$ cat src/rtl/tap_report_pkg.sv
`default_nettype none
// ============================================================================
// Module   : tap_report_pkg
// Purpose  : Shared definitions for the tap count reporter: sequencer state
//            encoding, frame layout constants and a frame byte selector.
// Ports    : none (package)
// Revision : 1.0 - initial release
// ============================================================================
package tap_report_pkg;

  typedef enum logic [2:0] {
    ST_IDLE  = 3'd0,
    ST_PRIME = 3'd1,
    ST_GATE  = 3'd2,
    ST_LOAD  = 3'd3,
    ST_SEND  = 3'd4,
    ST_WAIT  = 3'd5
  } state_t;

  localparam logic [7:0] HDR_MARK     = 8'h80;
  localparam int         FRAME_BYTES  = 5;
  localparam int         PRIME_CYCLES = 2;
  // Widest tap vector the 7-bit index can address.
  localparam int         MAX_TAPS     = 128;

  // Byte idx of a latched 40-bit frame, header first, count MSB first.
  function automatic logic [7:0] frame_byte(input logic [39:0] frame,
                                            input logic [2:0]  idx);
    logic [7:0] b;
    case (idx)
      3'd0:    b = frame[39:32];
      3'd1:    b = frame[31:24];
      3'd2:    b = frame[23:16];
      3'd3:    b = frame[15:8];
      3'd4:    b = frame[7:0];
      default: b = 8'h00;
    endcase
    return b;
  endfunction

endpackage
`default_nettype wire

$ cat src/rtl/tap_sel_mux.sv
`default_nettype none
// ============================================================================
// Module   : tap_sel_mux
// Purpose  : Registered N:1 tap selector. An index at or beyond N reads 0.
// Ports    : iCLK    - system clock
//            iRESET  - synchronous active-high reset
//            iTAPS   - synchronized tap vector (N bits)
//            sel_r   - registered 7-bit tap index
//            oTAP    - registered selected tap bit
// Revision : 1.0 - initial release
// ============================================================================
module tap_sel_mux
  import tap_report_pkg::*;
#(
  parameter int N = 128
) (
  input  logic         iCLK,
  input  logic         iRESET,
  input  logic [N-1:0] iTAPS,
  input  logic [6:0]   sel_r,
  output logic         oTAP
);

  // Zero-pad to the full index range so out-of-range indices read 0
  // without a separate compare.
  logic [MAX_TAPS-1:0] taps_ext;

  generate
    if (N < MAX_TAPS) begin : g_pad
      assign taps_ext = {{(MAX_TAPS-N){1'b0}}, iTAPS};
    end else begin : g_full
      assign taps_ext = iTAPS;
    end
  endgenerate

  always_ff @(posedge iCLK) begin
    if (iRESET) begin
      oTAP <= 1'b0;
    end else begin
      oTAP <= taps_ext[sel_r];
    end
  end

endmodule
`default_nettype wire

$ cat src/rtl/tap_count_reporter.sv
`default_nettype none
// ============================================================================
// Module   : tap_count_reporter
// Purpose  : One-request-one-frame tap measurement sequencer. A command byte
//            selects a tap; the block counts cycles the tap reads 1 over a
//            2^GATE_W-cycle gate and sends a 5-byte frame through uart_tx.
//            Optional macro TAP_REPORT_CONT_EN: after a frame with no pending
//            command, re-measure the same tap and stream frames continuously.
// Ports    : iCLK, iRESET        - clock, synchronous active-high reset
//            iSEL_VALID, iSEL    - command strobe and byte (bits [6:0] index)
//            iTAPS               - synchronized tap vector
//            oTX_DV, oTX_BYTE    - byte handshake to uart_tx
//            iTX_DONE            - uart_tx byte-complete pulse
//            oTAP                - registered selected tap (debug)
//            oBUSY               - high whenever not idle
// Revision : 1.0 - initial release
// ============================================================================
module tap_count_reporter
  import tap_report_pkg::*;
#(
  parameter int N      = 128,
  parameter int GATE_W = 24
) (
  input  logic         iCLK,
  input  logic         iRESET,
  input  logic         iSEL_VALID,
  input  logic [7:0]   iSEL,
  input  logic [N-1:0] iTAPS,
  output logic         oTX_DV,
  output logic [7:0]   oTX_BYTE,
  input  logic         iTX_DONE,
  output logic         oTAP,
  output logic         oBUSY
);

  localparam int                PRIME_W    = (PRIME_CYCLES > 1) ? $clog2(PRIME_CYCLES) : 1;
  localparam logic [PRIME_W-1:0] PRIME_LAST = PRIME_W'(PRIME_CYCLES - 1);
  localparam logic [2:0]        LAST_IDX   = 3'(FRAME_BYTES - 1);

  state_t              state, state_nxt;
  logic                restart;     // (re)start a measurement this cycle
  logic [6:0]          new_sel;     // tap index used by that start
  logic [6:0]          sel_r;
  logic                pend_valid;
  logic [6:0]          pend_sel;
  logic [PRIME_W-1:0]  prime_cnt;
  logic [GATE_W-1:0]   gate_cnt;
  logic [31:0]         count;
  logic [39:0]         frame;
  logic [2:0]          idx;
  logic [7:0]          tx_byte;
  logic                sel_msb_unused;

  // Bit 7 of the command carries no meaning.
  assign sel_msb_unused = iSEL[7];

  tap_sel_mux #(.N(N)) u_mux (
    .iCLK   (iCLK),
    .iRESET (iRESET),
    .iTAPS  (iTAPS),
    .sel_r  (sel_r),
    .oTAP   (oTAP)
  );

  always_ff @(posedge iCLK) begin
    if (iRESET) state <= ST_IDLE;
    else        state <= state_nxt;
  end

  always_comb begin
    state_nxt = state;
    restart   = 1'b0;
    new_sel   = sel_r;
    case (state)
      ST_IDLE, ST_PRIME, ST_GATE: begin
        // A command here starts a run, or abandons the one in progress.
        if (iSEL_VALID) begin
          restart = 1'b1;
          new_sel = iSEL[6:0];
        end else if (state == ST_PRIME && prime_cnt == PRIME_LAST) begin
          state_nxt = ST_GATE;
        end else if (state == ST_GATE && gate_cnt == '0) begin
          state_nxt = ST_LOAD;
        end
      end
      ST_LOAD: state_nxt = ST_SEND;
      ST_SEND: state_nxt = ST_WAIT;
      ST_WAIT: begin
        if (iTX_DONE) begin
          if (idx == LAST_IDX) begin
            // A command arriving on the final done is newer than any pending one.
            if (iSEL_VALID) begin
              restart = 1'b1;
              new_sel = iSEL[6:0];
            end else if (pend_valid) begin
              restart = 1'b1;
              new_sel = pend_sel;
            end else begin
`ifdef TAP_REPORT_CONT_EN
              restart = 1'b1;
              new_sel = sel_r;
`else
              state_nxt = ST_IDLE;
`endif
            end
          end else begin
            state_nxt = ST_SEND;
          end
        end
      end
      default: state_nxt = ST_IDLE;
    endcase
    if (restart) state_nxt = ST_PRIME;
  end

  always_ff @(posedge iCLK) begin
    if (iRESET) begin
      sel_r      <= '0;
      pend_valid <= 1'b0;
      pend_sel   <= '0;
      prime_cnt  <= '0;
      gate_cnt   <= '0;
      count      <= '0;
      frame      <= '0;
      idx        <= '0;
      tx_byte    <= '0;
    end else if (restart) begin
      sel_r      <= new_sel;
      count      <= '0;
      prime_cnt  <= '0;
      pend_valid <= 1'b0;
    end else begin
      if (iSEL_VALID && (state == ST_LOAD || state == ST_SEND || state == ST_WAIT)) begin
        pend_valid <= 1'b1;
        pend_sel   <= iSEL[6:0];
      end
      case (state)
        ST_PRIME: begin
          prime_cnt <= prime_cnt + PRIME_W'(1);
          gate_cnt  <= '1;            // 2^GATE_W-1 down to 0 inclusive
        end
        ST_GATE: begin
          count    <= count + {31'd0, oTAP};
          gate_cnt <= gate_cnt - GATE_W'(1);
        end
        ST_LOAD: begin
          frame   <= {HDR_MARK | {1'b0, sel_r}, count};
          idx     <= '0;
          tx_byte <= HDR_MARK | {1'b0, sel_r};
        end
        ST_WAIT: begin
          if (iTX_DONE && idx != LAST_IDX) begin
            idx     <= idx + 3'd1;
            tx_byte <= frame_byte(frame, idx + 3'd1);
          end
        end
        default: ;
      endcase
    end
  end

  assign oTX_DV   = (state == ST_SEND);
  assign oTX_BYTE = tx_byte;
  assign oBUSY    = (state != ST_IDLE);

endmodule
`default_nettype wire
$ cat config.mk
export PLATFORM = sky130hd
export DESIGN_NAME = tap_count_reporter
export DESIGN_NICKNAME = d
export VERILOG_FILES = /design/src/rtl/tap_report_pkg.sv /design/src/rtl/tap_sel_mux.sv /design/src/rtl/tap_count_reporter.sv
export SDC_FILE = /design/constraint.sdc
export NUM_CORES = 1
export LEC_CHECK = 0
export BUFFER_PORTS_ARGS = -buffer_cell sky130_fd_sc_hd__buf_2
export CAP_MARGIN = 20
export CORE_AREA = 4 4 128 130
export CTS_CLUSTER_DIAMETER = 120
export CTS_CLUSTER_SIZE = 8
export DETAILED_ROUTE_END_ITERATION = 8
export DIE_AREA = 0 0 132 134
export PLACE_DENSITY = 0.76
export SLEW_MARGIN = 20
export SYNTH_ARGS = -nofsm -noshare
export SYNTH_HDL_FRONTEND = slang
export SYNTH_SLANG_ARGS = --single-unit
$ cat constraint.sdc
create_clock -name iCLK -period 3.7 [get_ports iCLK]
set_input_delay 0.555 -clock iCLK [delete_from_list [all_inputs] [get_ports iCLK]]
set_output_delay 0.555 -clock iCLK [all_outputs]
set_load 0.01 [all_outputs]
[After elaboration in Yosys (flattened, before gate mapping)]
Cells that the tools add are included.
Word-level totals
  memories kept: 0
  latch bits: 0
  memory bits (writable): 0
  register bits after elaboration: 127
  memory bits (read-only): 0
  bits of input ports: 140
  logic and storage cells: 94
  output and inout bits: 11
Cells by class
  reductions and logical operators: 22
  shift-type cells: 0
  divide/modulo/power cells: 0
  $lt $le $gt $ge: 1
  equal/unequal tests: 25
  muxes and demuxes: 29
  add/subtract/negate cells: 4
  $mul: 0
  bitwise operators: 1
Operators by type and width (count)
  $pmux W24 S2: 1
  $pmux W8 S5: 1
  $mux W7: 5
  $add A32 B1 Y32: 1
  $logic_not A24 Y1: 1
  $mux W3: 8
  $sub A24 B1 Y24 const B: 1
  $ne A3 B3 Y1 const B: 7
  $pmux W8 S2: 1
  $pmux W7 S2: 1
  $eq A3 B2 Y1 const B: 4
  $eq A3 B3 Y1 const B: 4
  $ne A4 B4 Y1 const B: 3
  $pmux W3 S4: 1
  $reduce_and A5 Y1: 2
  $lt A7 B8 Y1 const B: 1
  $mux W8: 1
  $ne A2 B2 Y1 const B: 4
  $bmux W1 S7: 1
  $mux W1: 7
  $eq A3 B1 Y1 const B: 2
  $logic_not A3 Y1: 2
  $pmux W3 S2: 1
  $reduce_and A2 Y1: 3
  other kinds (13): 19

[Longest topological paths before layout]
Gate-level depths: netlist (run 1).
  depth in word-level cells: 7
  gate-level depth with buffers: 9
  gate-level depth less buffers: 8

[Modules after synthesis]
A second synthesis (run 1) with hierarchy kept.
Second synthesis, totals
  cell total of the unflattened synthesis: 830
  area total of the unflattened synthesis: 7164.4 sq um
By module, submodules not included
  tap_count_reporter: sequential area each 2522.4 sq um, cells each 711, times used 1, area an instance 5868.1 sq um
  tap_sel_mux: sequential area each 20.0 sq um, cells each 119, times used 1, area an instance 1296.2 sq um

[Worst setup path after synthesis (run 1)]
Ideal clock, no wire load.
  path kind: reg-to-reg
  start: reg u_mux.oTAP
  end: reg count[31]
  cell stages (with the launch flop): 9
  slack: 1.537 ns
  required time: 3.575 ns
  arrival time: 2.037 ns
  path buffers: 1
  clock period less this slack: 2.163 ns
  setup time: 0.125 ns
  cells stage by stage: dfxtp_1 ha_1 nand2_1 or3_4 or4_4 buf_6 nor4_4 xnor2_1 nor2_2
Between the ends
  cells in the longest elaborated chain, start to end: 1
RTL lines
  start: declaration: line tap_sel_mux.sv:21  | output logic oTAP
  start signal: assignment: line tap_sel_mux.sv:40  | oTAP <= taps_ext[sel_r];
  $add A32 B1 Y32: line tap_count_reporter.sv:143  | count <= count + {31'd0, oTAP};
  end signal: assignment: line tap_count_reporter.sv:143
  end: declaration: line tap_count_reporter.sv:48  | logic [31:0] count;
Every way passes these cells.
A chain may end at the register's enable or synchronous reset.

[Worst setup path in the final report (run 1)]
  start: reg state[1]
  end: reg pend_sel[6]
Between the ends
  cells in the longest elaborated chain, start to end: 5
  elaborated cells between the ends (all ways): 13
  those cells by class: eq/ne (5); mux (1); bitwise (1); reduce/logical (6)
RTL lines
  start: declaration: line tap_count_reporter.sv:40  | state_t state, state_nxt;
  start signal: assignment: line tap_count_reporter.sv:67  | else state <= state_nxt;
  $eq A3 B1 Y1, or another cell as far along: line tap_count_reporter.sv:74  | case (state)
  $reduce_or A3 Y1 / $logic_or A1 B1 Y1 (equally long branches): line tap_count_reporter.sv:74, tap_count_reporter.sv:133
  $pmux W1 S2 / $logic_or A1 B1 Y1 (equally long branches): line tap_count_reporter.sv:74, tap_count_reporter.sv:133
  $not A1 Y1 (no line) / $logic_and A1 B1 Y1 (equally long branches)
  $reduce_and A2 Y1 (no line) (*)
  end signal: assignment: line tap_count_reporter.sv:135  | pend_sel <= iSEL[6:0];
  end: declaration: line tap_count_reporter.sv:45  | logic [6:0] pend_sel;
Every way passes the cells marked *; elsewhere a longest branch is shown, timed or not.

==> flow_summary.yaml, run 1 <==
timing:
  tightest_slew_ns: 0.779
  hold_violations: 0
  fin_tns_setup_ns: 0
  fin_crit_ns: 2.44
  slew_viol_final: 0
  setup_viol: 0
  clock.fmax_mhz: 410
  fin_skew_ns: 0.00649
  rsz0062_at_grt: "no"
  slew_headroom: 0.479
  finalCritPeriodShare: 0.659
clock_tree:
  cts_tree: "built"
  cts.sinks: 127
  clkTransAtPathRegs_ns: 0.06
  post_cts.repair.setup_buffers: 0
  cts_repair_resize_count: 0
  clock-root-buffer: "clkbuf_16"
  worstSkewPairLatency_ns: 0.41
  cts_inserted_buffers: 17
  ctsHoldBuffers: 0
  htree_levels: 4
  clk_path_buf_depth: 2
run:
  maxCapViolCount: 0
layout:
  areaGrowthSynthToFinish_pct: 21.7
  seq_area_um2: 2540
  drive_gt1_frac: 0.264
  multi_input_area_um2: 3890
  num-nets-final: 1059
  fin_cells: 1110
  num-fill-cells: 1344
  finalInstanceArea_um2: 8180
worst_hold_path:
  whs_path_depth: 3
  hold_path.class: "in -> reg"
routing:
  route.met3.wl_um: 1450
  route.layer.met1.wl_um: 7380
  drt_pass1_iterations: 6
  drtIter0Drc: 493
  viasPerCell: 5.68
  routed.top_layer: "met4"
  finalWirelength_um: 18700
  dr_wl_met2_um: 9130
  postRouteAntennaNets: 0
  drc: 0
  wire_per_inst_um: 16.8
  via_count: 6308
critical_path:
  end_kind: "flip-flop"
  r2r_cells: 7
  crit_arrival_ns: 2.72
  worst-setup-path-type: "reg -> reg"
  required_ns: 3.98
  cp-start-kind: "flip-flop"
  crit_fanout: 19
synthesis:
  syn_avg_cell_area_um2: 8.57
  yosys-top-cells-area: "dfxtp_1, mux4_2, nand2_1"
  synth.most_common_cell: "dfxtp_1"
  synth_seq_area_share: 0.378
  synth-async-reset-ratio: 0
  synth_common_cells: "dfxtp_1, nand2_1, nor2_1, a21oi_1, clkbuf_1"
  synth_area_um2: 6730
  synth_top_cell_area_share: 0.378
  synth_edf_count: 0
  synth_warnings: 0
  synth-seq-cells: 127
  synth-main-ff-cell: "dfxtp_1"
  yosysTopAreaCell: "dfxtp_1"
  synth_cells: 785
  syn_nets: 935
  synth_cell_type_count: 53
power:
  pwr-share-clk: 0.486
  ir_worst_vdd_uv: 300
  power_leakage_nw: 3.09
  switching_share: 0.237
  share_seq_of_total_power: 0.411
  p_comb_frac: 0.103
  internal_power_mw: 2.72
  p_sw_mw: 0.842
  pwr_density_cell_nw_per_um2: 435
global_routing:
  grt_overflow: 0
  grt_max_degree: 55
  grt_pass1_vias: 6006
  grt_pass1_wl_um: 29800
  antenna_found_initial: 1
  grt_use_total: 0.207
floorplanning:
  ios: 151
  dieArea_um2: 17700
  coreArea_um2: 15100
  rows: 45
  die_w_um: 132
  initial_core_util: 0.444
  die_y_um: 134
outcome:
  status: "finished clean"
placement:
  hpwl_um: 13400
  numPortBuffers: 149
  dpl_cell_area_um2: 7560
  dp.cells: 1078
  gp_congestion: 0.830
[registers in the layout, indices dropped and copies added, names as in the netlist]
register / count
count: 32
pend_valid: 1
gate_cnt: 24
oTX_BYTE: 8
frame: 40
prime_cnt: 1
sel_r: 7
u_mux.oTAP: 1
idx: 3
pend_sel: 7
state: 3
[worst max-delay path, cell delays in order, from the launching register on]
cell and delay (ns):
dfxtp_1 0.61, nand3b_1 0.17, buf_4 0.24, nor3_1 0.08, or2_2 0.44, nor2_2 0.47, mux2i_1 0.25, nor2_1 0.05
[area by class of cell]
type | instances | area share
multi-input cells | 587 | 0.475
flip-flops and latches | 127 | 0.311
repair buffers | 161 | 0.102
clock buffers | 17 | 0.0520
well taps | 188 | 0.0287
clock inverters | 14 | 0.0235
inverters | 15 | 0.00688
diodes | 1 | 0.000306
[cells by family after synthesis]
| family | share of synthesized area |
|---|---|
| AND/OR/NAND/NOR | 0.221 |
| buffers and inverters | 0.0437 |
| adder cells (fa/ha/maj) | 0.0186 |
| AO/OA/AOI/OAI | 0.141 |
| flip-flops | 0.378 |
| multiplexers | 0.134 |
| XOR/XNOR | 0.0638 |
[metal layers]
metal	global-route usage	vias up
met4	0.0887	0
met2	0.362	258
met1	0.237	2951
met3	0.0574	50
li1	-	3049
met5	0	-
[power by group through the flow]
| stage | clock, mW | combinational [mW] | sequential, mW |
|---|---|---|---|
| floorplan | 0 | 0.260 | 1.46 |
| global placement | 0 | 0.358 | 1.49 |
| CTS | 1.76 | 0.367 | 1.46 |
| global route | 1.81 | 0.399 | 1.47 |
| detailed placement | 0 | 0.363 | 1.49 |
| finish | 1.73 | 0.367 | 1.46 |
[placed cells by master, fill, tap and decap left out, types with 6 or more instances in the layout]
cell,count
a21oi_1,73
a222oi_1,15
a22oi_1,9
a311oi_1,7
buf_2,149
buf_4,12
clkbuf_16,17
dfxtp_1,125
ha_1,10
inv_1,15
mux2_2,17
mux2i_1,24
mux4_2,21
nand2_1,125
nand3_1,23
nor2_1,75
nor2b_1,11
nor3_1,24
nor4_1,9
o21ai_0,23
or3_1,6
xnor2_1,33
xor2_1,16
[final timing paths]
check           start     endpoint  slack [ns]
max          state[1]  pend_sel[6]        1.26
min reg2reg  frame[3]     frame[3]        0.45
min           iSEL[0]  pend_sel[0]        0.40
max reg2reg  state[1]  pend_sel[6]        1.26
[metrics by stage]
stage	utilization	total power, mW	hold slack [ns]	setup slack [ns]
2_1_floorplan	-	1.72	0.426	1.54
3_3_place_gp	0.499	1.85	0.440	1.30
6_report	0.540	3.56	0.396	1.26
3_5_place_dp	0.499	1.85	0.447	1.29
5_1_grt	0.540	3.68	0.420	1.05
4_1_cts	0.540	3.59	0.376	1.27
No activity file was read; power rests on OpenSTA's default activity.
==> inputs of run 2 (changes only) <==
ABC_AREA = 1   (was not set)
CORE_AREA = 4 4 135 137   (was 4 4 128 130)
DIE_AREA = 0 0 139 141   (was 0 0 132 134)
PLACE_DENSITY = 0.78   (was 0.76)
clock period = 2.1 ns   (was 3.7 ns; I/O delays follow)
==> run 2 against run 1 <==
  * Fmax up 25%
  * Register-to-register slack worse by 1.1 ns
  * Core utilization shrank 0.29 points
  * Final area rose by 12%
  * Setup slack got worse by 1.1 ns
  * Non-clock buffer count rose by 12
==> flow_summary.yaml, run 2 <==
routing:
  via_count: 8378
  wire_per_inst_um: 14.5
  drc: 0
  postRouteAntennaNets: 0
  drtIter0Drc: 815
  drt_pass1_iterations: 7
  finalWirelength_um: 22600
  viasPerCell: 5.36
synthesis:
  synth_common_cells: "nand2_1, nand3_1, dfxtp_1, o21ai_0, nor2_1"
  synth_edf_count: 0
  synth_cells: 1192
  synth_warnings: 0
  synth-main-ff-cell: "dfxtp_1"
  yosys-top-cells-area: "dfxtp_1, nand2_1, nand3_1"
  synth_area_um2: 7560
  synth-seq-cells: 127
  synth_seq_area_share: 0.336
  syn_avg_cell_area_um2: 6.35
  synth-async-reset-ratio: 0
  synth_top_cell_area_share: 0.336
  synth_cell_type_count: 40
  synth.most_common_cell: "nand2_1"
  syn_nets: 1342
  yosysTopAreaCell: "dfxtp_1"
floorplanning:
  ios: 151
  rows: 48
  die_w_um: 139
  dieArea_um2: 19600
  coreArea_um2: 17100
  initial_core_util: 0.443
  die_y_um: 141
layout:
  top_regs: "frame: 40 flops, count: 32 flops, gate_cnt: 24 flops"
  largest_reg_flops: 40
  top_register: "frame"
  final_cell_mix: "nand2_1, nand3_1, buf_2"
  areaGrowthSynthToFinish_pct: 21.2
  drive_gt1_frac: 0.174
  fin_util: 0.537
  layout.cells.most_common: "nand2_1"
  num-fill-cells: 1656
  n_antenna_cell: 0
  num-nets-final: 1474
global_routing:
  grt_overflow: 0
  grt_pass1_vias: 7860
  grt_max_degree: 67
  grt_use_total: 0.229
  grt_pass1_wl_um: 37600
  antenna_found_initial: 0
timing:
  fin_tns_setup_ns: 0
  tightest_slew_ns: 0.572
  setup_viol: 0
  hold_violations: 0
  slew_viol_final: 0
  finalCritPeriodShare: 0.928
  fin_crit_ns: 1.95
  rsz0062_at_grt: "no"
  fin_skew_ns: 0.00707
  slew_headroom: 0.616
  clock.fmax_mhz: 513
clock_tree:
  post_cts.repair.setup_buffers: 0
  cts.sinks: 127
  htree_levels: 4
  worstSkewPairLatency_ns: 0.43
  clk_path_buf_depth: 2
  cts_tree: "built"
  clkTransAtPathRegs_ns: 0.06
  cts_inserted_buffers: 17
  clock-root-buffer: "clkbuf_16"
  ctsHoldBuffers: 0
run:
  maxCapViolCount: 0
outcome:
  status: "finished clean"
critical_path:
  required_ns: 2.41
  crit_fanout: 16
  cp-start-kind: "flip-flop"
  crit_arrival_ns: 2.26
  worst-setup-path-type: "reg -> reg"
  end_kind: "flip-flop"
power:
  power_leakage_nw: 3.96
  pwr_density_cell_nw_per_um2: 706
  ir_worst_vdd_uv: 616
placement:
  gp_congestion: 0.948
  numPortBuffers: 149
  hpwl_um: 16300
worst_hold_path:
  hold_path.class: "in -> reg"
==> run 2: logic make-up (layout without fill, tap and decap cells) <==
logic type / Yosys count / after routing / synth area share
AOI/OAI and AO/OA: 232 / 232 / 0.159
xor gates and xnor gates: 30 / 30 / 0.0347
adders and majority gates: 10 / 10 / 0.0165
buffers and inverters: 157 / 302 / 0.0855
DFF: 127 / 127 / 0.336
and+or+nand+nor: 636 / 636 / 0.368
==> run 2: critical path, cell delays in order (launching register included) <==
cell	delay [ns]
dfxtp_1	0.45
nand2_1	0.15
nor2_4	0.12
buf_4	0.16
inv_2	0.04
buf_4	0.18
o21ai_0	0.18
a31oi_1	0.10
and2_1	0.21
o21ai_0	0.19
nor2_1	0.06
==> run 2: worst paths after layout <==
check	startpoint	endpoint	slack, ns	cells past startpoint
min	iSEL[6]	sel_r[6]	0.17	3
max	state[0]	state[2]	0.15	10
max reg2reg	state[0]	state[2]	0.15	10
min reg2reg	pend_sel[2]	pend_sel[2]	0.45	2
==> run 2: power breakdown <==
group | total [mW] | internal, mW | switching (mW) | leakage (nW)
clock network | 3.02 | 1.89 | 1.13 | 0.280
logic | 0.921 | 0.363 | 0.558 | 2.65
registers | 2.53 | 2.47 | 0.0624 | 1.03
total | 6.47 | 4.72 | 1.75 | 3.96
==> run 2: cell type report <==
type	instances	area [um^2]	area share
multi-input combinational	908	4390	0.479
tap	225	282	0.0307
timing repair buffer	173	976	0.106
clock buffer	18	439	0.0479
inverter	97	367	0.0400
clock inverter	14	168	0.0183
sequential	127	2540	0.278
==> run 2: repair_timing <==
action                                  CTS  global route
endpoints found under the setup margin    0             5
resized for setup                         0             3
endpoints found under the hold margin     0             0
==> run 2: metrics by stage <==
stage / instances / cell area (um^2) / power [mW] / hold slack (ns) / worst slack, ns
after detailed placement: 1530 / 8550 / 3.49 / 0.440 / 0.165
after CTS: 1562 / 9160 / 6.49 / 0.167 / 0.0786
final: 1562 / 9170 / 6.47 / 0.169 / 0.151
after global routing: 1562 / 9170 / 6.73 / 0.175 / 0.00108
after global placement: 1530 / 8550 / 3.48 / 0.433 / 0.218
after floorplan: 1192 / 7560 / 3.18 / 0.424 / 0.427
==> run 2: routing by layer <==
metal  GRT usage  part of all wire
met3      0.0492             0.076
met1       0.286              0.43
met5           0                 0
met2       0.396              0.47
met4      0.0772             0.026
==> inputs of run 3 (changes only) <==
ABC_AREA = not set   (was 1)
CORE_AREA = 4 4 128 130   (was 4 4 135 137)
DIE_AREA = 0 0 132 134   (was 0 0 139 141)
PLACE_DENSITY = 0.76   (was 0.78)
REMOVE_ABC_BUFFERS = 1   (was not set)
clock period = 1.8 ns   (was 2.1 ns; I/O delays follow)
==> run 3 against run 2 <==
  * The run now ends with setup timing left
  * Critical path type unchanged
  * Sequential power grew 17%
  * Critical endpoint is now state[0]
  * Highest routed layer unchanged
  * Largest cell class unchanged
  * Register-to-register slack worse by 0.43 ns
  * Clock-buffer cell count is 1 higher
  * Final area is 13% higher
==> flow_summary.yaml, run 3 (synthesized netlist as in run 1, its figures left out) <==
clock_tree:
  cts_inserted_buffers: 17
  cts_tree: "built"
  ctsHoldBuffers: 0
  worstSkewPairLatency_ns: 0.43
  htree_levels: 4
  cts.sinks: 127
  clkTransAtPathRegs_ns: 0.06
  clk_path_buf_depth: 2
  clock-root-buffer: "clkbuf_16"
floorplanning:
  die_y_um: 134
  coreArea_um2: 15100
  rows: 45
  ios: 151
  initial_core_util: 0.444
  dieArea_um2: 17700
  die_w_um: 132
routing:
  finalWirelength_um: 25800
  via_count: 7472
  drtIter0Drc: 743
  wire_per_inst_um: 20.4
  viasPerCell: 5.92
  postRouteAntennaNets: 0
  drt_pass1_iterations: 9
  drc: 0
layout:
  finalInstanceArea_um2: 10400
  layout.cells.most_common: "buf_2"
  top_register: "frame"
  n_antenna_cell: 0
  num-nets-final: 1212
  top_regs: "frame: 40 flops, count: 32 flops, gate_cnt: 24 flops"
  largest_reg_flops: 40
  drive_gt1_frac: 0.472
  final_cell_mix: "buf_2, buf_4, nand2_1"
  areaGrowthSynthToFinish_pct: 53.9
global_routing:
  grt_pass1_vias: 6990
  antenna_found_initial: 1
  grt_use_total: 0.245
  grt_pass1_wl_um: 35100
  grt_max_degree: 50
  grt_overflow: 0
placement:
  gp_congestion: 0.874
  numPortBuffers: 149
  hpwl_um: 15300
  dpl_cell_area_um2: 8500
timing:
  holdWs_ns: 0.131
  worst_slack_ns: -0.279
  tightest_slew_ns: 0.555
  hold_violations: 0
  fin_skew_ns: 0.00812
  fin_crit_ns: 2.08
  clock.fmax_mhz: 481
  slew_headroom: 0.630
  finalCritPeriodShare: 1.16
  rsz0062_at_grt: "yes"
  setup_viol: 32
  slew_viol_final: 0
power:
  pwr_density_cell_nw_per_um2: 769
  ir_worst_vdd_uv: 674
  p_total_mw: 7.96
  power_leakage_nw: 4.17
critical_path:
  crit_chain: "or4_4 -> or4_4 -> nor3_4 -> o31ai_2 -> a211o_1 -> a31oi_1"
  worst-setup-path-type: "reg -> reg"
  startpoint: "gate_cnt[16]"
  end_kind: "flip-flop"
  crit_fanout: 3
  slowest_stage: "or4_4"
  critical-path-max-stage-delay_ns: 0.54
  required_ns: 2.16
  reg2reg_from: "gate_cnt[16]"
  crit_arrival_ns: 2.44
  cp-start-kind: "flip-flop"
  crit_top_cell: "or4_4"
outcome:
  status: "finished, violations left"
  violations: "setup timing"
worst_hold_path:
  hold_start: "iSEL[5]"
  hold_path.class: "in -> reg"
run:
  maxCapViolCount: 0
==> run 3: path summary, 6_finish.rpt <==
check	end	slack, ns	cells after the start
hold reg to reg	frame[30]	0.46	2
setup / recovery	state[0]	-0.28	6
hold / removal	pend_sel[5]	0.13	3
setup reg to reg	state[0]	-0.28	6
==> run 3: per-layer routing <==
layer / routed length, um / share of wire / GRT usage / up-vias
met5: 0 / 0 / 0 / -
met4: 1290 / 0.050 / 0.111 / 0
met3: 2090 / 0.081 / 0.0506 / 109
met2: 13100 / 0.51 / 0.442 / 476
met1: 9270 / 0.36 / 0.280 / 3533
li1: - / - / - / 3354
==> run 3: critical path, delay by kind of cell, from the launching register on <==
family           cells  cell delay (ns)
AND/OR/NAND/NOR      3             1.19
flip-flops           1             0.32
AO/OA/AOI/OAI        3             0.50
==> run 3: final cells by class <==
type | instances | area (um^2)
Timing Repair Buffer | 314 | 2230
Tap cell | 188 | 235
Clock inverter | 12 | 184
Multi-Input combinational cell | 587 | 4630
Sequential cell | 127 | 2570
Fill cell | 1021 | 4790
Clock buffer | 19 | 443
Inverter | 15 | 66.3
==> run 3: repair_timing <==
action / 4_1_cts / 5_1_grt
setup endpoints to repair: 55 / 65
gates cloned: 3 / 2
endpoints found under the hold margin: 0 / 0
gates resized for setup: 98 / 123
pin swaps: 43 / 48
buffers inserted: 15 / 22
==> run 3: per-stage QoR <==
stage / util / instances / setup TNS, ns / setup WS, ns
CTS: 0.639 / 1242 / -2.80 / -0.291
finish: 0.684 / 1262 / -3.97 / -0.279
global route: 0.684 / 1262 / -6.97 / -0.354
detailed placement: 0.561 / 1194 / -6.03 / -0.355
global placement: 0.561 / 1194 / -4.27 / -0.315
floorplan: - / 729 / -25.30 / -0.929
==> run 3: power breakdown <==
group	internal, mW	total, mW	switching (mW)
Combinational	0.661	1.28	0.617
Sequential	2.88	2.96	0.0802
Clock	2.36	3.72	1.37
